===== src/rtl/serial_word_adder_ctrl.sv =====
// serial_word_adder_ctrl: drives an external 8-bit combinational adder one byte per clock.
//   It adds two WIDTH-bit operands LSB byte first and feeds the adder's carry-out back as the next carry-in.
// Latency: start accepted at E0, bytes captured at E1..E_BYTES, and oDone pulses for one cycle after E_BYTES.
// Backpressure: none. iStart is only sampled in IDLE, and a request that arrives in RUN or DONE is dropped.
//
// Ports:
//   iClk, iRst_n            clock (rising edge) and asynchronous active-low reset
//   iStart, iOp_a/b, iCin   request and its operands, captured when iStart is accepted
//   oAdd_a/b/c              byte operands and carry to the adder, 0 outside RUN
//   iAdd_sum, iAdd_c        adder result for the current byte, consumed in the same cycle
//   oSum, oCout, oOvf       registered result, updated only on the RUN->DONE edge
//   oBusy, oDone            high in RUN; one-cycle result-valid pulse
//
// Optional: define SERIAL_ADD_OVF_EN to build signed-overflow detection on oOvf.
//   Without it, oOvf is tied to 0.
module serial_word_adder_ctrl #(
  parameter int WIDTH = 32
) (
  input  logic             iClk,
  input  logic             iRst_n,
  input  logic             iStart,
  input  logic [WIDTH-1:0] iOp_a,
  input  logic [WIDTH-1:0] iOp_b,
  input  logic             iCin,
  output logic [7:0]       oAdd_a,
  output logic [7:0]       oAdd_b,
  output logic             oAdd_c,
  input  logic [7:0]       iAdd_sum,
  input  logic             iAdd_c,
  output logic [WIDTH-1:0] oSum,
  output logic             oCout,
  output logic             oOvf,
  output logic             oBusy,
  output logic             oDone
);

  localparam int BYTES = WIDTH / 8;
  // Keep the counter at least one bit wide so that the single-byte case still elaborates.
  localparam int CW = (BYTES > 1) ? $clog2(BYTES) : 1;
  localparam logic [CW-1:0] LAST_CNT = CW'(BYTES - 1);

  localparam logic [1:0] S_IDLE = 2'd0;
  localparam logic [1:0] S_RUN  = 2'd1;
  localparam logic [1:0] S_DONE = 2'd2;

  logic [1:0]       state_q, state_d;
  logic [WIDTH-1:0] a_sh_q, a_sh_d;
  logic [WIDTH-1:0] b_sh_q, b_sh_d;
  logic [WIDTH-1:0] res_q, res_d;
  logic [WIDTH-1:0] sum_q, sum_d;
  logic             carry_q, carry_d;
  logic             cout_q, cout_d;
  logic [CW-1:0]    cnt_q, cnt_d;
  logic [WIDTH-1:0] res_shift;

  // The incoming sum byte enters at the top of the result register.
  // After BYTES shifts, the first byte has reached bits [7:0].
  generate
    if (BYTES == 1) begin : g_res_one
      assign res_shift = iAdd_sum;
    end else begin : g_res_many
      assign res_shift = {iAdd_sum, res_q[WIDTH-1:8]};
    end
  endgenerate

`ifdef SERIAL_ADD_OVF_EN
  logic sa_q, sa_d;
  logic sb_q, sb_d;
  logic ovf_q, ovf_d;
`endif

  always_comb begin
    state_d = state_q;
    a_sh_d  = a_sh_q;
    b_sh_d  = b_sh_q;
    res_d   = res_q;
    sum_d   = sum_q;
    carry_d = carry_q;
    cout_d  = cout_q;
    cnt_d   = cnt_q;
`ifdef SERIAL_ADD_OVF_EN
    sa_d    = sa_q;
    sb_d    = sb_q;
    ovf_d   = ovf_q;
`endif
    case (state_q)
      S_IDLE: begin
        if (iStart) begin
          state_d = S_RUN;
          a_sh_d  = iOp_a;
          b_sh_d  = iOp_b;
          carry_d = iCin;
          cnt_d   = '0;
          res_d   = '0;
`ifdef SERIAL_ADD_OVF_EN
          sa_d    = iOp_a[WIDTH-1];
          sb_d    = iOp_b[WIDTH-1];
`endif
        end
      end
      S_RUN: begin
        res_d   = res_shift;
        carry_d = iAdd_c;
        a_sh_d  = a_sh_q >> 8;
        b_sh_d  = b_sh_q >> 8;
        cnt_d   = cnt_q + CW'(1);
        if (cnt_q == LAST_CNT) begin
          // This edge captures the top byte, so the result is complete.
          state_d = S_DONE;
          sum_d   = res_shift;
          cout_d  = iAdd_c;
`ifdef SERIAL_ADD_OVF_EN
          // Signed overflow: the operands share a sign and the sum's sign differs from it.
          ovf_d   = (sa_q == sb_q) && (iAdd_sum[7] != sa_q);
`endif
        end
      end
      S_DONE: begin
        state_d = S_IDLE;
      end
      default: begin
        state_d = S_IDLE;
      end
    endcase
  end

  always_ff @(posedge iClk or negedge iRst_n) begin
    if (!iRst_n) begin
      state_q <= S_IDLE;
      a_sh_q  <= '0;
      b_sh_q  <= '0;
      res_q   <= '0;
      sum_q   <= '0;
      carry_q <= 1'b0;
      cout_q  <= 1'b0;
      cnt_q   <= '0;
    end else begin
      state_q <= state_d;
      a_sh_q  <= a_sh_d;
      b_sh_q  <= b_sh_d;
      res_q   <= res_d;
      sum_q   <= sum_d;
      carry_q <= carry_d;
      cout_q  <= cout_d;
      cnt_q   <= cnt_d;
    end
  end

`ifdef SERIAL_ADD_OVF_EN
  always_ff @(posedge iClk or negedge iRst_n) begin
    if (!iRst_n) begin
      sa_q  <= 1'b0;
      sb_q  <= 1'b0;
      ovf_q <= 1'b0;
    end else begin
      sa_q  <= sa_d;
      sb_q  <= sb_d;
      ovf_q <= ovf_d;
    end
  end
  assign oOvf = ovf_q;
`else
  assign oOvf = 1'b0;
`endif

  logic in_run;
  assign in_run = (state_q == S_RUN);

  // Adder operands are forced to 0 outside RUN.
  // The external adder therefore sees a quiet input while idle.
  assign oAdd_a = in_run ? a_sh_q[7:0] : 8'h00;
  assign oAdd_b = in_run ? b_sh_q[7:0] : 8'h00;
  assign oAdd_c = in_run & carry_q;

  assign oSum  = sum_q;
  assign oCout = cout_q;
  assign oBusy = in_run;
  assign oDone = (state_q == S_DONE);

endmodule


===== config.mk =====
export PLATFORM = sky130hd
export DESIGN_NAME = serial_word_adder_ctrl
export DESIGN_NICKNAME = d
export VERILOG_FILES = /design/src/rtl/serial_word_adder_ctrl.sv
export SDC_FILE = /design/constraint.sdc
export NUM_CORES = 1
export LEC_CHECK = 0
export ABC_AREA = 1
export BUFFER_PORTS_ARGS = -buffer_cell sky130_fd_sc_hd__buf_2
export CORE_MARGIN = 4
export CORE_UTILIZATION = 54
export DETAILED_ROUTE_END_ITERATION = 10
export PLACE_DENSITY = 0.79
export RECOVER_POWER = 100
export SLEW_MARGIN = 20
export SYNTH_ARGS = -nofsm -noshare
export SYNTH_HDL_FRONTEND = slang
export SYNTH_SLANG_ARGS = --single-unit
export TNS_END_PERCENT = 5

===== constraint.sdc =====
create_clock -name iClk -period 1.56 [get_ports iClk]
set_input_delay 0.156 -clock iClk [delete_from_list [all_inputs] [get_ports iClk]]
set_output_delay 0.156 -clock iClk [all_outputs]
set_load 0.01 [all_outputs]

==> summary.md, run 1 <==
| Metric | Value |
|---|---|
| Status | finished with violations |
| Violated checks | setup timing |
| Fin crit period | 1780 ps |
| Final Wtd Congestion | 0.860 |
| Leak Pwr | 4.73 nW |
| Yosys top cell area share | 0.536 |
| I/O pins | 130 |
| Post-synthesis sequential area ratio | 0.536 |
| Max incr delay on CP | 430 ps |
| Power Total | 19.6 mW |
| Syn Std Cell Area | 5890 um2 |
| Final ANT Viol Nets | 0 |
| Max_cap viols | 0 |
| Vias | 6246 |
| Hold Fails Final Rpt | 0 |
| Final non-filler cell total | 1117 |
| Die ar. | 12600 um2 |
| Largest cells by area after synthesis | dfrtp_1 54%, nand3_1 13%, nand2_1 12% |
| CP Launch Type | register |
| Die height | 112 um |
| Via density | 5.59 |
| CTS tree | built |
| Area grow syn2layout | 48.3% |
| Peak VDD IR | 1170 uV |
| #FFs+latches synth | 126 |
| DR WL/cell | 18.5 um |
| Crit Path Class | reg2out |
| CTS max path bufs | 2 |
| Die X | 112 um |
| CP top delay family | flip-flops |
| DRT Wirelength | 20700 um |
| Dpl hpwl | 9110 um |
| Worst-path fanout max | 8 |
| Top post-synthesis cells by count | 189 x nand2_1, 148 x nand3_1, 139 x inv_1, 126 x dfrtp_1, 43 x o21ai_1 |
| Clock Skew | 13.1 ps |
| Worst Hold Class | in2reg |
| CP Data Arrival Time | 1620 ps |
| CP endpoint kind | output port |
| Final worst slack | -217 ps |
| PwrDens | 2240 nW/um2 |
| Mean Syn Cell Area | 7.89 um2 |
| GRT Util Overall | 0.301 |
| Port buffer count | 128 |
| RSZ-0062 raised after global routing | true |
| Iteration-0 DRC Markers | 833 |
| Cell Count Post-Placement | 981 |
| Pre-antenna DRT Iters | 6 |
| CTS Buf Count | 17 |
| Fill cells | 545 |
| Post-synth EDFFs | 0 |
| Clk root buf | clkbuf_8 |
| DRC errors left | 0 |
| Nets | 1046 |
| Vias in the first global route | 6128 |
| Syn Nets | 824 |
| Synth Flop Type | dfrtp_1 |
| Initial antenna violation count | 0 |
| Critical path data required time | 1400 ps |
| Worst slew pin tran | 912 ps |
| Cell taking the most area after synthesis | dfrtp_1 |
| Slew Limit Fails | 0 |
| Total grt overflow | 0 |
| Part of the cycle the worst path needs | 1.14 |
| CP max stage cell | dfrtp_2 |
| Ant diodes | 0 |
| Slew headroom | 0.392 |
| Buf/Inv on CP | 3 |
| Layout cells sized above 1 | 0.242 |
| Final core occ | 0.834 |
| R2R cell count | 8 |
| Stages on the worst setup path | 5 |
| Pin count of the biggest net entering global routing | 64 |
| Worst Hold Depth | 3 |
| Clk_lat worst skew | 540 ps |
| Synth cell types | 21 |
| Rows | 37 |
| Multi-input combinational cell area | 2100 um2 |
| Dpl cell area | 6660 um2 |
| Asr flop ratio synth | 1.00 |
| F_max | 563 MHz |
| Sequential cell area | 3160 um2 |
| Clock sinks | 126 |
| Setup Viol. Count Final | 51 |
| Starting Density | 0.563 |
| Ys Warns | 0 |
| Worst-path clk slew | 60 ps |
| Htree depth | 4 |
| First-pass GRT wire length | 30500 um |
| CP cell instances | inv_4, nand2_8, buf_16, nor2_1, buf_2 |
| Core ar. | 10500 um2 |
| Most numerous cell in the Yosys netlist | nand2_1 |
| Cells after synthesis | 746 |
| Post-route cell area | 8730 um2 |
-- timing repair --
| action | in CTS | in global routing |
|---|---|---|
| cloned | 6 | 2 |
| endpoints found under the setup margin | 19 | 118 |
| hold buffers | 76 | 0 |
| endpoints found under the hold margin | 208 | 0 |
| pin swaps | 5 | 1 |
| resized for setup | 30 | 36 |
| buffers inserted | 13 | 7 |
-- tightest hold or removal path, delay by kind of cell --
family                 cells  cell delay, ps
and+or+nand+nor            1             130
AOI/OAI and AO/OA          1              90
buffers and inverters      1             150
-- area by class of cell --
class                   count  area share
well taps                 136      0.0195
flip-flops and latches    126       0.362
repair buffers            250       0.244
clock inverters            14      0.0237
multi-input cells         431       0.240
clock buffers              18      0.0490
inverters                 142      0.0614
-- final timing paths --
| kind | start | endpoint | slack [ps] |
|---|---|---|---|
| min reg2reg | oSum[30] | oSum[30] | 480 |
| max reg2reg | state_q[1] | a_sh_q[28] | -100 |
| max | state_q[1] | oAdd_b[0] | -220 |
| min in group asynchronous | iRst_n | oSum[10] | 440 |
| min | iStart | state_q[0] | 30 |
| max in group asynchronous | iRst_n | state_q[0] | 440 |
-- state kept, by name, indices dropped and copies added, names as in the netlist --
register  flops
b_sh_q       32
a_sh_q       32
state_q       2
oCout         1
carry_q       1
res_q        24
oSum         32
cnt_q         2
-- layout by cell type, fill, tap and decap left out, types with 4 or more instances in the layout --
| cell | Yosys | layout |
|---|---|---|
| buf_12 | 0 | 8 |
| buf_2 | 27 | 115 |
| buf_4 | 3 | 24 |
| buf_6 | 4 | 15 |
| bufbuf_16 | 0 | 5 |
| bufinv_16 | 0 | 4 |
| clkbuf_16 | 0 | 18 |
| dfrtp_1 | 126 | 124 |
| dlygate4sd3_1 | 0 | 76 |
| inv_1 | 139 | 139 |
| inv_6 | 0 | 4 |
| nand2_1 | 189 | 189 |
| nand3_1 | 148 | 146 |
| nor2_2 | 0 | 4 |
| nor2_4 | 1 | 13 |
| o21ai_0 | 20 | 20 |
| o21ai_1 | 43 | 42 |
-- kinds of logic after synthesis --
family                     after synthesis  synth area share
DFF                                    126             0.536
and+or+nand+nor                        362             0.270
adders and majority gates                1           0.00213
AOI/OAI and AO/OA                       67            0.0585
other                                    1          0.000637
buffers and inverters                  189             0.133
-- per-stage QoR --
step / setup WS, ps / setup TNS (ps) / hold WS, ps
final: -217 / -3280 / 33.0
after global routing: -218 / -5580 / 44.0
after CTS: -124 / -2750 / 13.7
after detailed placement: 138 / 0 / -34.7
after global placement: 155 / 0 / -32.8
after floorplan: 239 / 0 / -140
-- report_power, final --
part	switching (mW)	internal (mW)
logic	5.43	4.10
registers	0.933	4.81
clock network	1.63	2.67
total	8.00	11.6
-- routing by layer --
layer  share of wire  global-route usage  wire length (um)  vias up
li1                -                   -                 -     2749
met4           0.051               0.117              1060        0
met3           0.097              0.0658              2020      101
met5               0                   0                 0        -
met1            0.36               0.377              7400     2927
met2            0.49               0.511             10200      469
(Power assumes the default switching activity.)
==> inputs of run 2 (changes only) <==
==> constraint.sdc (replaced) <==
create_clock -name iClk -period 1.56 [get_ports iClk]
set_input_delay 0.312 -clock iClk [delete_from_list [all_inputs] [get_ports iClk]]
set_output_delay 0.312 -clock iClk [all_outputs]
set_load 0.01 [all_outputs]
==> summary.md, run 2 (same netlist as run 1, synthesis figures left out) <==
| Metric | Value |
|---|---|
| Critical Path Start | state_q[1] |
| Met1 Use GR | 0.316 |
| Peak VDD IR | 1160 uV |
| Iteration-0 DRC Markers | 573 |
| Met3 usage | 0.0582 |
| First-pass GRT wire length | 25500 um |
| Initial antenna violation count | 1 |
| Final Wtd Congestion | 0.831 |
| Area grow syn2layout | 32.1% |
| Most frequent cells in the layout | 189 x nand2_1, 145 x nand3_1, 139 x inv_1 |
| Core ar. | 10500 um2 |
| CP max stage cell | dfrtp_2 |
| Worst Hold Class | in2reg |
| Met2 global-route usage | 0.415 |
| Status | finished with violations |
| Max incr delay on CP | 420 ps |
| Final non-filler cell total | 1042 |
| Die ar. | 12600 um2 |
| Critical path data required time | 1250 ps |
| Total grt overflow | 0 |
| Leak Pwr | 4.32 nW |
| CP top delay family | flip-flops |
| Violated checks | setup timing |
| CTS tree | built |
| PwrDens | 2280 nW/um2 |
| Dpl hpwl | 9430 um |
| Vias | 5477 |
| Worst slew pin tran | 881 ps |
| Via density | 5.26 |
| Port buffer count | 128 |
| Most crowded layer after global routing | met2 |
| F_max | 549 MHz |
| CP Launch Type | register |
| Part of the cycle the worst path needs | 1.17 |
| Final worst slack | -263 ps |
| Slew headroom | 0.413 |
| Max_cap viols | 0 |
| Setup Viol. Count Final | 29 |
| Cell Count Post-Placement | 984 |
| Slew Limit Fails | 0 |
| Clock sinks | 126 |
| Final ANT Viol Nets | 0 |
| R2r startpoint | state_q[0] |
| CTS Buf Count | 17 |
| Commonest non-fill, non-tap cell in the layout | nand2_1 |
| CP Data Arrival Time | 1510 ps |
| Hold Fails Final Rpt | 0 |
| CP cell instances | inv_4, nand2_8, clkbuf_16, nor2_4, buf_6 |
| I/O pins | 130 |
| Final hold slack | 11.8 ps |
| Htree depth | 4 |
| Starting Density | 0.563 |
| Hold_sp | iAdd_sum[6] |
| Fin crit period | 1820 ps |
| Die height | 112 um |
| GRT Util Overall | 0.247 |
| Buf/Inv on CP | 3 |
| Setup TNS | -4170 ps |
| DR WL/cell | 15.5 um |
| Vias in the first global route | 5413 |
| Pre-antenna DRT Iters | 5 |
| Layout cells sized above 1 | 0.246 |
| Clock Skew | 6.11 ps |
| CTS max path bufs | 2 |
| CP endpoint kind | output port |
| DRT Wirelength | 16100 um |
| Clk_lat worst skew | 530 ps |
| RSZ-0062 raised after global routing | true |
| Die X | 112 um |
| Worst-path clk slew | 60 ps |
| Crit Path Class | reg2out |
| Nets | 971 |
| Clk root buf | clkbuf_8 |
| Rows | 37 |
| DRC errors left | 0 |
| Ant diodes | 0 |
| R2R Setup Slk | -40 ps |
| Pin count of the biggest net entering global routing | 92 |
| Worst-path fanout max | 7 |
## run 2: where the power goes
group	internal [mW]	total (mW)	switching, mW	leakage (nW)
clock network	2.34	3.78	1.44	0.273
registers	4.81	5.67	0.860	1.59
logic	3.48	8.27	4.78	2.46
total	10.6	17.7	7.08	4.32
## run 2: routing by layer
layer / vias up / wire (um)
met5: - / 12
met1: 2604 / 6340
met2: 226 / 8310
met4: 2 / 415
met3: 47 / 1060
li1: 2598 / -
## run 2: through the flow
stage | power [mW] | area (um2) | setup slack [ps] | util
4_1_cts | 16.9 | 7580 | -221 | 0.724
3_5_place_dp | 12.4 | 6700 | 102 | 0.640
3_3_place_gp | 12.0 | 6700 | 153 | 0.640
5_1_grt | 19.0 | 7780 | -300 | 0.743
6_report | 17.7 | 7780 | -263 | 0.743
2_1_floorplan | 10.2 | 5890 | 82.9 | -
## run 2: worst paths after layout
kind                            cells after the start   endpoint
worst max-delay path                                5  oAdd_b[2]
worst min-delay path                                3   oSum[30]
worst max register to register                      8  b_sh_q[3]
worst min register to register                      2   oSum[28]
max in group asynchronous                           3  a_sh_q[1]
min in group asynchronous                           3  res_q[19]
## run 2: layout make-up
type,count,area (um2)
Sequential cell,126,3160
Fill cell,762,2690
Multi-Input combinational cell,431,2070
Timing Repair Buffer,175,1280
Inverter,142,536
Clock buffer,21,449
Tap cell,136,170
Clock inverter,11,116
## run 2: repair_timing
item | CTS | global route
setup buffers | 7 | 2
endpoints found under the hold margin | 140 | 0
pin swaps | 1 | 0
hold buffers | 14 | 0
endpoints found under the setup margin | 19 | 73
resized for setup | 11 | 33
gates cloned | 3 | 2
## run 2: worst reg2reg max path, cell delays in order (launching register included)
cell	delay [ps]
dfrtp_2	470
nand2_8	140
clkbuf_16	170
buf_4	110
buf_4	130
buf_4	220
nand2_1	90
nand3_1	100
nand2_1	60
